`config.mk`:
```
export PLATFORM = sky130hd
export DESIGN_NAME = unit_fetch_control
export DESIGN_NICKNAME = d
export VERILOG_FILES = /design/src/rtl/unit_fetch_control_pkg.sv /design/src/rtl/unit_counter.sv /design/src/rtl/unit_fetch_control.sv
export VERILOG_INCLUDE_DIRS = /design/src /design/src/rtl
export SDC_FILE = /design/constraint.sdc
export NUM_CORES = 1
export LEC_CHECK = 0
export ABC_AREA = 1
export BUFFER_PORTS_ARGS = -buffer_cell sky130_fd_sc_hd__buf_4
export CAP_MARGIN = 20
export CORE_ASPECT_RATIO = 0.8
export CORE_MARGIN = 1.5
export CORE_UTILIZATION = 30
export DETAILED_ROUTE_END_ITERATION = 6
export GPL_ROUTABILITY_DRIVEN = 0
export GPL_TIMING_DRIVEN = 0
export PLACE_DENSITY_LB_ADDON = 0.2
export SLEW_MARGIN = 25
export SYNTH_ARGS = -nofsm -noshare
export SYNTH_HDL_FRONTEND = slang
export SYNTH_SLANG_ARGS = --single-unit
```
`constraint.sdc`:
```
create_clock -name clk_i -period 3.5 [get_ports clk_i]
set_input_delay 0.35 -clock clk_i [delete_from_list [all_inputs] [get_ports clk_i]]
set_output_delay 0.35 -clock clk_i [all_outputs]
set_load 0.01 [all_outputs]
```
`src/rtl/parameters.vh`:
```
// Shared fetch-unit constants: address width and fetch-state encodings.
`ifndef UNIT_FETCH_CONTROL_PARAMETERS_VH
`define UNIT_FETCH_CONTROL_PARAMETERS_VH

`define ADDRWIDTH   16
`define STATE_RUN    1'b0
`define STATE_HALTED 1'b1

`endif

```
`src/rtl/unit_fetch_control_pkg.sv`:
```
// Types and helpers shared by the fetch-control unit and its redirect counter.
package unit_fetch_control_pkg;

`include "parameters.vh"

  localparam int unsigned ADDR_W = `ADDRWIDTH;

  typedef enum logic {
    ST_RUN    = `STATE_RUN,
    ST_HALTED = `STATE_HALTED
  } fetch_state_e;

  // Control-flow resolution of the instruction currently in ID.
  function automatic logic redirect_taken(input logic jump, input logic beq,
                                          input logic bne, input logic is_equal);
    return jump | (beq & is_equal) | (bne & ~is_equal);
  endfunction

endpackage

```
`src/rtl/unit_counter.sv`:
```
// Free-running wrapping event counter; counts cycles with inc_i high.
module unit_counter #(
  parameter int unsigned WIDTH = 16
) (
  input  logic             clk_i,
  input  logic             reset_n_i,
  input  logic             inc_i,
  output logic [WIDTH-1:0] count_o
);

  always_ff @(posedge clk_i or negedge reset_n_i) begin
    if (!reset_n_i) begin
      count_o <= '0;
    end else if (inc_i) begin
      count_o <= count_o + WIDTH'(1);
    end
  end

endmodule

```
`src/rtl/unit_fetch_control.sv`:
```
// IF-stage PC sequencing: sequential fetch, branch/jump redirect, stall hold and HALT.
module unit_fetch_control
  import unit_fetch_control_pkg::*;
#(
  parameter int unsigned NB_COUNT = 16
) (
  input  logic                clk_i,
  input  logic                reset_n_i,
  input  logic                enable_i,
  input  logic                stall_i,
  input  logic                halt_i,
  input  logic                beq_i,
  input  logic                bne_i,
  input  logic                jump_i,
  input  logic                is_equal_i,
  input  logic [ADDR_W-1:0]   branch_address_i,
  input  logic [ADDR_W-1:0]   jump_address_i,
  output logic [ADDR_W-1:0]   pc_o,
  output logic [ADDR_W-1:0]   pc_next_o,
  output logic                flush_ifid_o,
  output logic                halted_o,
  output logic [NB_COUNT-1:0] redirect_count_o
);

  fetch_state_e      state_q, state_d;
  logic [ADDR_W-1:0] pc_q, pc_d;
  logic              advance;
  logic              taken;

  always_ff @(posedge clk_i or negedge reset_n_i) begin
    if (!reset_n_i) begin
      state_q <= ST_RUN;
      pc_q    <= '0;
    end else begin
      state_q <= state_d;
      pc_q    <= pc_d;
    end
  end

  // HALT wins over a redirect; a stalled or frozen pipe holds and never flushes.
  always_comb begin
    state_d      = state_q;
    pc_d         = pc_q;
    flush_ifid_o = 1'b0;
    taken        = redirect_taken(jump_i, beq_i, bne_i, is_equal_i);
    advance      = enable_i & ~stall_i & (state_q == ST_RUN);
    if (advance) begin
      if (halt_i) begin
        state_d = ST_HALTED;
      end else if (taken) begin
        flush_ifid_o = reset_n_i;
        pc_d         = jump_i ? jump_address_i : branch_address_i;
      end else begin
        pc_d = pc_q + ADDR_W'(1);
      end
    end
  end

  unit_counter #(
    .WIDTH (NB_COUNT)
  ) u_redirect_counter (
    .clk_i     (clk_i),
    .reset_n_i (reset_n_i),
    .inc_i     (flush_ifid_o),
    .count_o   (redirect_count_o)
  );

  assign pc_o      = pc_q;
  assign pc_next_o = pc_q + ADDR_W'(1);
  assign halted_o  = (state_q == ST_HALTED);

endmodule

```
==> flow_summary.yaml <==
status:
  status: "finished, final reports clean"
global_route:
  grt_max_degree: 35
  grt_pass1_vias: 2173
  grt_pass1_wl_um: 10610
  grt_remaining_overflow: 0
  grt_antenna_before_repair: 0
  grt_use_total_pct: 16.72
power_and_ir_drop:
  internal_power_w: 0.0006528
  p_sw_w: 0.0001813
  clockPowerShare_pct: 44.8
  p_leak_nw: 1.690
  seq_power_share_pct: 45.7
  power.density_nw_per_um2: 260.5
  p_comb_share_pct: 9.5
  p_sw_share_pct: 21.74
  power_w: 0.0008341
  vdd_ir_drop_max_uv: 126.7
clock_network:
  clock_sinks: 33
  htreeDepth: 2
  numCtsBuffers: 5
  cts-root-buf: "clkbuf_8"
  clock_latency_ns: 0.28
  cts_tree: "built"
  clk_pin_slew_worst_paths_ns: 0.07
  ctsLongestPathBuffers: 2
  post-cts-setup-buffers: 0
  ctsResizeCount: 0
  ctsHoldBuffers: 0
sta:
  fin_crit_ns: 2.024
  final-setup-viol-count: 0
  timing.setup.tns_ns: 0
  maxSlewHeadroom_pct: 69.63
  tightest_slew_ns: 0.4555
  fin_hold_ws_ns: 0.01515
  rsz0062_at_grt: "no"
  skew_ns: 0.006865
  finalMaxSlewViolations: 0
  finalCritPeriodShare_pct: 57.82
  clock.fmax_mhz: 494.2
  hold_viol_final: 0
final_layout:
  multi_input_area_um2: 1286
  diodes: 0
  layout.nets: 481
  layout-drive-gt1-share_pct: 26.42
  fin_util_pct: 43.31
  area_growth_pct: 40.07
  fillCellCount: 779
  register_area_um2: 825.8
yosys:
  netlist_area_um2: 2286
  seq_area_frac_synth_pct: 36.12
  syn-num-nets: 385
  synthDistinctLibCells: 28
  synthCells: 342
  avgSynthCellArea_um2: 6.684
  ys_ff_latch: 33
  yosys_warnings: 0
worst_setup_path:
  startpoint_type: "flop"
  critPathMaxFanout: 6
  cp.required_ns: 3.15
  cpPeakStageDelay_ns: 0.42
  cp_data_arrival_time_ns: 1.67
  crit_chain: "ha_1 -> nand3_1 -> inv_1 -> nand3_1 -> nand2_1 -> nand2_1 -> buf_4"
  timing.reg2reg.setup_slack_ns: 1.98
  critical_path_buf_inv_count: 2
  end_kind: "output pin"
  path_class: "reg2out"
  slowest_stage: "dfrtp_1"
  ff2ff_path_depth: 8
  path_delay_family: "flip-flops"
  cp_num_cells: 7
route:
  drcViolationCount: 0
  routed-via-count: 2460
  drt_iter0_drc: 228
  first_pass_iters: 4
  routed_wl_um: 6601
  via_per_inst: 4.522
  ant_nets: 0
  wl_per_cell_um: 12.13
die:
  dieArea_um2: 8156
  die-width_um: 100.6
  io-pin-count: 91
  rows: 28
  core_region_area_um2: 7392
  start_util_pct: 30.92
  die_h_um: 81.08
min_path:
  hp-class: "in2async"
placed_design:
  dp_hpwl_um: 5313
  place.port_buffers: 89
flow_run:
  maxCapViolations: 0
## power by group through the flow
| stage | Combinational, W | Clock (W) | Sequential [W] |
|---|---|---|---|
| after floorplan | 0.0000301 | 0 | 0.000389 |
| after global placement | 0.0000799 | 0 | 0.000388 |
| after detailed placement | 0.0000807 | 0 | 0.000388 |
| after CTS | 0.0000809 | 0.000385 | 0.000381 |
| after global routing | 0.0000889 | 0.000407 | 0.000381 |
| final | 0.0000792 | 0.000374 | 0.000381 |
## layout by cell type, fill, tap and decap left out
cell,n
o22ai_1,2
nand3b_1,1
inv_4,1
nand3_4,3
buf_2,5
o21ai_0,14
clkbuf_8,6
ha_1,2
a21oi_1,5
nor2_8,1
nor2_2,4
nand2_1,142
a31oi_1,10
o211ai_1,1
buf_4,90
or2_2,1
bufinv_16,1
xor2_1,14
nand3_1,24
xnor2_1,2
o21ai_1,1
inv_2,2
nand4_1,5
nor2_4,1
nor2_1,35
clkinv_1,1
clkbuf_1,2
inv_1,29
buf_6,1
dfrtp_1,33
## sequential cells by signal, indices dropped and copies added (netlist names)
name / count
pc_o: 16
halted_o: 1
u_redirect_counter.count_o: 16
## synthesized netlist by cell type
library cell,n,area (µm²)
clkbuf_1,1,3.750
xor2_1,14,122.6
o211ai_1,1,7.510
inv_2,2,7.510
xnor2_1,2,17.52
nor2_2,4,25.02
a31oi_1,10,62.56
nor2_1,35,131.4
nand3b_1,1,7.510
nand2_1,142,533.0
inv_4,1,6.260
or2_2,1,6.260
o21ai_1,1,5.000
nand3_1,24,120.1
nand3_4,3,52.55
ha_1,2,25.02
a21oi_1,5,25.02
buf_2,5,25.02
o21ai_0,14,70.07
o22ai_1,2,12.51
inv_1,29,108.9
buf_6,1,11.26
dfrtp_1,33,825.8
nand4_1,5,31.28
nor2_4,1,11.26
buf_4,1,7.510
nor2_8,1,20.02
clkinv_1,1,3.750
## cell families after synthesis
| group | after synthesis | share of synthesized area (%) |
|---|---|---|
| xor gates and xnor gates | 16 | 6.131 |
| adders and majority gates | 2 | 1.095 |
| DFF | 33 | 36.12 |
| AOI/OAI and AO/OA | 33 | 7.991 |
| buffers and inverters | 41 | 7.608 |
| and+or+nand+nor | 217 | 41.05 |
## through the flow
stage | worst slack [ns] | instance area [µm²] | instances
after CTS | 1.490 | 3202 | 544
after global placement | 1.812 | 3085 | 536
after floorplan | 1.984 | 2286 | 342
final | 1.476 | 3202 | 544
after detailed placement | 1.814 | 3085 | 536
after global routing | 1.370 | 3202 | 544
## final timing paths
path	startpoint	endpoint
worst max-delay path	pc_o[1]	pc_next_o[12]
worst min-delay path	reset_n_i	pc_o[10]
worst max register to register	halted_o	u_redirect_counter.count_o[11]
worst min register to register	u_redirect_counter.count_o[8]	u_redirect_counter.count_o[8]
max in group asynchronous	reset_n_i	u_redirect_counter.count_o[5]
min in group clk_i	halt_i	halted_o
## layer usage
| layer | vias up | track usage [%] | wire, µm | part of all wire [%] |
|---|---|---|---|---|
| met3 | 7 | 3.959 | 467 | 7.1 |
| met1 | 1104 | 25.46 | 3300 | 50 |
| met2 | 73 | 23.31 | 2768 | 42 |
| met4 | 0 | 4.225 | 64 | 0.97 |
| li1 | 1276 | - | - | - |
| met5 | - | 0 | 0 | 0 |
## cell type report
cell class	instances	area share (%)
Buffer	8	1.485
Clock buffer	7	2.696
Clock inverter	1	0.9379
Inverter	33	3.947
Multi-Input combinational cell	268	40.17
Sequential cell	33	25.79
Tap cell	105	4.103
Timing Repair Buffer	89	20.87
No activity file was read; power rests on OpenSTA's default activity.
